## src/rtl/parity_link.sv

```systemverilog
// Parity-protected valid/ready link: TX parity generation, a skid-free register pipeline and an
// RX checker with error injection, a sticky error flag and a saturating error counter.
module parity_link #(
  parameter int unsigned DATA_W       = 9,
  parameter int unsigned ODD_PARITY   = 0,
  parameter int unsigned CHECK_STAGES = 1,
  parameter int unsigned ERR_CNT_W    = 8
) (
  input  logic                 clk,
  input  logic                 clear_n,
  input  logic                 in_valid,
  input  logic [DATA_W-1:0]    in_data,
  output logic                 in_ready,
  input  logic                 inject_err,
  output logic                 out_valid,
  input  logic                 out_ready,
  output logic [DATA_W-1:0]    out_data,
  output logic                 out_parity_ok,
  output logic                 err_flag,
  output logic [ERR_CNT_W-1:0] err_count,
  input  logic                 err_clr
);

  if (DATA_W < 1 || DATA_W > 32) begin : gen_chk_data_w
    $error("parity_link: DATA_W must be in 1..32");
  end
  if (ODD_PARITY > 1) begin : gen_chk_odd
    $error("parity_link: ODD_PARITY must be 0 or 1");
  end
  if (CHECK_STAGES < 1 || CHECK_STAGES > 4) begin : gen_chk_stages
    $error("parity_link: CHECK_STAGES must be in 1..4");
  end
  if (ERR_CNT_W < 1) begin : gen_chk_cnt_w
    $error("parity_link: ERR_CNT_W must be at least 1");
  end

  localparam logic Odd = (ODD_PARITY != 0);

  // Stage 0 is the TX register; stage CHECK_STAGES feeds the checker.
  logic [CHECK_STAGES:0] valid_q;
  logic [CHECK_STAGES:0] parity_q;
  logic [DATA_W-1:0]     data_q [CHECK_STAGES+1];
  logic [CHECK_STAGES:0] ready;

  logic                  tx_parity;
  logic [DATA_W-1:0]     tx_data;
  logic                  err_event;
  logic                  err_flag_q, err_flag_d;
  logic [ERR_CNT_W-1:0]  err_count_q, err_count_d;

  // A stage may load if it, or any stage downstream of it, is empty, or the consumer is taking
  // the last word this cycle. Accumulated in a local to keep the chain free of self-reference.
  always_comb begin
    logic acc;
    ready = '0;
    acc   = out_ready;
    for (int k = int'(CHECK_STAGES); k >= 0; k--) begin
      acc      = acc | ~valid_q[k];
      ready[k] = acc;
    end
  end

  assign in_ready  = ready[0];
  assign tx_parity = (^in_data) ^ Odd;
  assign tx_data   = in_data ^ DATA_W'(inject_err);

  always_ff @(posedge clk or negedge clear_n) begin
    if (!clear_n) begin
      valid_q  <= '0;
      parity_q <= '0;
      for (int k = 0; k <= int'(CHECK_STAGES); k++) begin
        data_q[k] <= '0;
      end
    end else begin
      if (ready[0]) begin
        valid_q[0] <= in_valid;
        if (in_valid) begin
          data_q[0]   <= tx_data;
          parity_q[0] <= tx_parity;
        end
      end
      for (int k = 1; k <= int'(CHECK_STAGES); k++) begin
        if (ready[k]) begin
          valid_q[k] <= valid_q[k-1];
          if (valid_q[k-1]) begin
            data_q[k]   <= data_q[k-1];
            parity_q[k] <= parity_q[k-1];
          end
        end
      end
    end
  end

  assign out_valid     = valid_q[CHECK_STAGES];
  assign out_data      = data_q[CHECK_STAGES];
  // Gated by out_valid so an empty stage never reports a match or leaks X into the counters.
  assign out_parity_ok = out_valid & (((^out_data) ^ Odd) == parity_q[CHECK_STAGES]);
  assign err_event     = out_valid & out_ready & ~out_parity_ok;

  always_comb begin
    err_flag_d  = err_flag_q;
    err_count_d = err_count_q;
    if (err_event) begin
      err_flag_d = 1'b1;
      if (err_clr) begin
        err_count_d = ERR_CNT_W'(1);
      end else if (err_count_q != '1) begin
        err_count_d = err_count_q + ERR_CNT_W'(1);
      end
    end else if (err_clr) begin
      err_flag_d  = 1'b0;
      err_count_d = '0;
    end
  end

  always_ff @(posedge clk or negedge clear_n) begin
    if (!clear_n) begin
      err_flag_q  <= 1'b0;
      err_count_q <= '0;
    end else begin
      err_flag_q  <= err_flag_d;
      err_count_q <= err_count_d;
    end
  end

  assign err_flag  = err_flag_q;
  assign err_count = err_count_q;

endmodule

```

## config.mk

```make
export PLATFORM = sky130hd
export DESIGN_NAME = parity_link
export DESIGN_NICKNAME = d
export VERILOG_FILES = /design/src/rtl/parity_link.sv
export SDC_FILE = /design/constraint.sdc
export NUM_CORES = 1
export LEC_CHECK = 0
export BUFFER_PORTS_ARGS = -buffer_cell sky130_fd_sc_hd__buf_2
export CAP_MARGIN = 20
export CORE_ASPECT_RATIO = 1.25
export CORE_MARGIN = 2
export CORE_UTILIZATION = 45
export DETAILED_ROUTE_END_ITERATION = 12
export GPL_ROUTABILITY_DRIVEN = 1
export PLACE_DENSITY_LB_ADDON = 0.12
export SLEW_MARGIN = 25
export SYNTH_ARGS = -nofsm -noshare
export SYNTH_HDL_FRONTEND = slang
export SYNTH_SLANG_ARGS = --single-unit
```

## constraint.sdc

```tcl
create_clock -name clk -period 2.18 [get_ports clk]
set_clock_uncertainty 0.2 [all_clocks]
set_input_delay 0.218 -clock clk [delete_from_list [all_inputs] [get_ports clk]]
set_output_delay 0.218 -clock clk [all_outputs]
set_load 0.02 [all_outputs]
```

======== Word-level counts from Yosys, hierarchy flattened ========
Index checks and enable logic that the tools add are counted.
word-level totals
  ROM bits ................................ 0
  flip-flop bits (word level) ............. 31
  memories ................................ 0
  RAM bits ................................ 0
  bits in latches ......................... 0
  output and inout port bits .............. 21
cells by class
  order comparisons ....................... 0
  divide/modulo/power cells ............... 0
  reduce and logical (&&, ||, !) cells .... 7
  equality and inequality tests ........... 2
  multipliers ............................. 0
  shifts and indexed selects .............. 0
  multiplexer cells ....................... 6
  $add $sub $neg .......................... 1
  bitwise logic cells ..................... 9
operator list
  kind                                          count
  two-way mux 8 bit                             4
  parity 9 bit                                  2
  bitwise XOR 9 x 1 -> 9 bit                    1
  adder 8 x 1 -> 8 bit, second input constant   1
  inequality test 8 bit, second input constant  1
  AND reduction 2 bit                           3
  nonzero test 2 bit                            2
  AND 1 bit                                     3
  inverter 1 bit                                3
  two-way mux 1 bit                             2
  OR 1 bit                                      2
  equality test 1 bit                           1

======== Longest topological paths before layout ========
  depth in word-level cells ............... 7
  depth in mapped cells ................... 6
  mapped depth without buffers ............ 6

======== Worst setup path after synthesis ========
OpenSTA, ideal clock, no wires.
  path type ............................... reg2reg
  start ................................... register data_q (netlist bit out_data[7])
  end ..................................... register err_count_q[5] (netlist: err_count[5])
  clock period less this slack ............ 2.171 ns
  path buffers ............................ 1
  cell stages (with the launch flop) ...... 7
  data required time ...................... 1.902 ns
  setup slack ............................. 0.009 ns
  arrival time ............................ 1.893 ns
  cell sequence ........................... dfrtp_1 xor2_1 xnor3_2 xnor2_1 buf_6 or4_1 a21oi_1
between the ends
  longest elaborated chain between the ends .. 7
  elaborated cells between the ends (all ways) .. 8
RTL lines
  item                             RTL line  text
  start, declared                  42        logic [DATA_W-1:0] data_q [CHECK_STAGES+1];
  start signal, assigned by index  86        data_q[k] <= data_q[k-1];
  parity 9 bit (*)                 97        assign out_parity_ok = out_valid & (((^out_data) ^ Odd) == parity_q[CHECK_STAGES]);
  equality test 1 bit (*)          97
  AND 1 bit (*)                    97
  inverter 1 bit (*)               98        assign err_event = out_valid & out_ready & ~out_parity_ok;
  AND 1 bit (*)                    98
  nonzero test 2 bit (no line)     n/a
  AND reduction 2 bit (no line)    n/a
  end signal, assigned             122       err_count_q <= err_count_d;
  end, declared                    49        logic [ERR_CNT_W-1:0] err_count_q, err_count_d;
Every way passes the cells marked *; elsewhere a longest branch is shown, timed or not.
A chain may end at the register's enable or synchronous reset.

======== Worst setup path after layout ========
  start ................................... register data_q (netlist bit out_data[6])
  end ..................................... output port out_parity_ok
between the ends
  longest elaborated chain between the ends .. 3
RTL lines
  item                 RTL line  text
  parity 9 bit         97
  equality test 1 bit  97
  AND 1 bit            97
  end, declared        18        output logic out_parity_ok,
No other way between the ends.

==> metrics.txt <==
Hold/Removal Path Class=input pin to flop; antenna-violating nets left=0; root buffer cell=sky130_fd_sc_hd__clkbuf_8; first-pass GRT wire length=5.56 mm; critical path peak fanout=6; outcome=finished with violations; area enclosed by the die boundary=3980 um^2; worst path arrival time=1.83 ns; number of global-route vias before repair=1262; post-route setup slack=-0.0723 ns; # port buffers=35; share of synthesized registers carrying an async set or reset=100%; Diodes inserted=0; total via count in the routed design=1151; number of violations of the max-capacitance limit=0; Fin. Hold Viols=0; Period Utilization, post-route=103%; endpoint class of the critical path=output port; DRC=0; Fill cells=299; count of different cell masters after synthesis=35; number of DRC markers in iteration 0=31; Hold Worst Slack=0.0171 ns; most frequent cells in the layout=sky130_fd_sc_hd__buf_2 (34), sky130_fd_sc_hd__dfrtp_1 (31), sky130_fd_sc_hd__mux2_2 (18); number of top-level design ports=36; number of instances in the synthesized netlist=133; share of the synthesized area in the top cell type=49.4%; Setup CP Type=flop to output port; detailed-route wire length=3.19 mm; DP HPWL=2.26 mm; headroom to the max-slew limit=54.2%; number of H-tree levels=2; clock latency of the later-clocked register in the worst-skew pair=0.27 ns; slew at the pin with the worst max-slew slack=0.687 ns; synth warn=0; total clock sinks=31; Slew Viols, Final=0; Syn-to-layout area delta=30.3%; most common library cell in the layout ignoring fill and taps=sky130_fd_sc_hd__buf_2; number of enable flip-flop cells after synthesis=0; number of synthesized register bits=31; Yosys top cell by area=sky130_fd_sc_hd__dfrtp_1; minimum clock period=2.25 ns; Die Span X=56.8 um; starting utilization of the core area=45.8%; overall global routing resource usage=18.0%; syn_nets=149; Peak VDD IR=1.01 mV; Chip Height=70.0 um; global route overflow=0; violations in the final reports=setup timing; ratio of routed vias to standard cells=5.18; total power divided by cell area=1470 nW/um^2; worst slack at placement=-0.0472 ns; deepest clock path buffer count=2; endpoints failing setup=2; clock tree from TritonCTS=yes; unrepaired setup endpoints after global routing=true; Post-layout nets=199; post-synthesis sequential area ratio=49.4%; TritonCTS Buffers=5; largest net degree at the start of global routing=32; number of antenna violations at the first check in global routing=0; dominant synthesized flop cell=sky130_fd_sc_hd__dfrtp_1; most area-consuming cells after synthesis=sky130_fd_sc_hd__dfrtp_1 (49%), sky130_fd_sc_hd__mux2_2 (13%), sky130_fd_sc_hd__xnor2_1 (7.8%); launching element type of the critical path=flop; Achievable Freq=444 MHz; post-detailed-route wirelength per cell=14.4 um; Rows=24; LEAKAGE=0.000935 uW; Netlist Area Pre-Place=1570 um^2; placeable core region=3420 um^2; ratio of cells with drive above 1 in the final layout=44.8%; Avg Cell Area, Syn=11.8 um^2; gpl congestion=0.814; data required time at the worst endpoint=1.76 ns; Reg clk slew, reported paths=0.06 ns; first-pass iteration count of the detailed router=4
## where the power goes
part / internal, uW / switching, uW / leakage, uW / total, uW
clock: 247 / 198 / 0.0000470 / 445
combinational: 938 / 844 / 0.000508 / 1780
sequential: 693 / 83.6 / 0.000380 / 777
## final cells by class
class                      instances  area [um^2]  area share, %
sequential                        31          776           37.9
tap                               39         48.8           2.39
clock inverter                     1         5.00          0.245
clock buffer                       6         82.6           4.04
timing repair buffer              55          358           17.5
multi-input combinational         88          767           37.5
inverter                           2         7.51          0.367
## what timing repair did
action	CTS	global route
hold buffers	9	0
gates resized for setup	7	7
buffers inserted	3	0
endpoints found under the setup margin	4	9
endpoints found under the hold margin	39	0
pin swaps	10	3
## critical path, stage by stage, from the launching register on
cell and delay [ns]:
sky130_fd_sc_hd__dfrtp_1 0.40, sky130_fd_sc_hd__xor2_1 0.16, sky130_fd_sc_hd__xnor3_2 0.49, sky130_fd_sc_hd__xnor2_4 0.22, sky130_fd_sc_hd__and2_4 0.18, sky130_fd_sc_hd__buf_6 0.11
## path summary, 6_finish.rpt
check,startpoint,to,slack (ns),depth (start not counted)
worst max-delay path,out_data[6]$_DFFE_PN0P_,out_parity_ok,-0.07,5
worst min-delay path,in_data[7],data_q[16]$_DFFE_PN0P_,0.02,2
worst max register to register,out_data[6]$_DFFE_PN0P_,err_count[3]$_DFFE_PN0P_,-0.03,6
worst min register to register,parity_q[0]$_DFFE_PN0P_,parity_q[0]$_DFFE_PN0P_,0.27,2
max in group asynchronous,clear_n,data_q[15]$_DFFE_PN0P_,1.02,2
min in group asynchronous,clear_n,err_count[2]$_DFFE_PN0P_,0.32,2
## sequential cells by signal (all words and copies together) (netlist names)
signal     count
valid_q        2
out_data       9
parity_q       2
data_q         9
err_count      8
err_flag       1
## cells in the mapped netlist (2+ instances only)
library cell               instances
sky130_fd_sc_hd__dfrtp_1          31
sky130_fd_sc_hd__mux2_2           18
sky130_fd_sc_hd__xnor2_1          14
sky130_fd_sc_hd__buf_4             9
sky130_fd_sc_hd__nand2_1           7
sky130_fd_sc_hd__nand2b_1          5
sky130_fd_sc_hd__nand3_1           5
sky130_fd_sc_hd__a21oi_1           3
sky130_fd_sc_hd__a31oi_1           3
sky130_fd_sc_hd__and2_1            3
sky130_fd_sc_hd__o31ai_1           3
sky130_fd_sc_hd__or4_1             3
sky130_fd_sc_hd__xor2_1            3
sky130_fd_sc_hd__a211oi_1          2
sky130_fd_sc_hd__inv_1             2
sky130_fd_sc_hd__nor2_1            2
sky130_fd_sc_hd__o21ai_0           2
## metal layers
layer | routed length [um] | track usage, %
met3 | 100 | 3.52
met5 | 0 | 0
met4 | 46 | 9.04
met1 | 1210 | 18.2
met2 | 1840 | 33.9
## stage by stage
stage               power [uW]  instance area [um^2]  TNS [ns]  util (%)  cells
floorplan                 1720                  1570         0         -    133
global placement          2040                  1770   -0.0156      51.8    204
detailed placement        2080                  1770    -0.134      51.8    204
CTS                       2890                  2000    -0.218      58.4    223
global route              3200                  2040    -0.456      59.7    222
finish                    3000                  2040    -0.104      59.7    222
## cells by family (layout without fill, tap and decap cells)
logic type / count (synthesis) / in the layout / share of synthesized area [%]
fa+ha+maj: 1 / 1 / 0.797
flops: 31 / 31 / 49.4
simple gates: 32 / 32 / 11.6
mux: 18 / 18 / 12.9
compound gates: 19 / 19 / 8.29
buf+inv: 14 / 64 / 5.98
xor+xnor: 18 / 18 / 11.0
(Power assumes the default switching activity.)
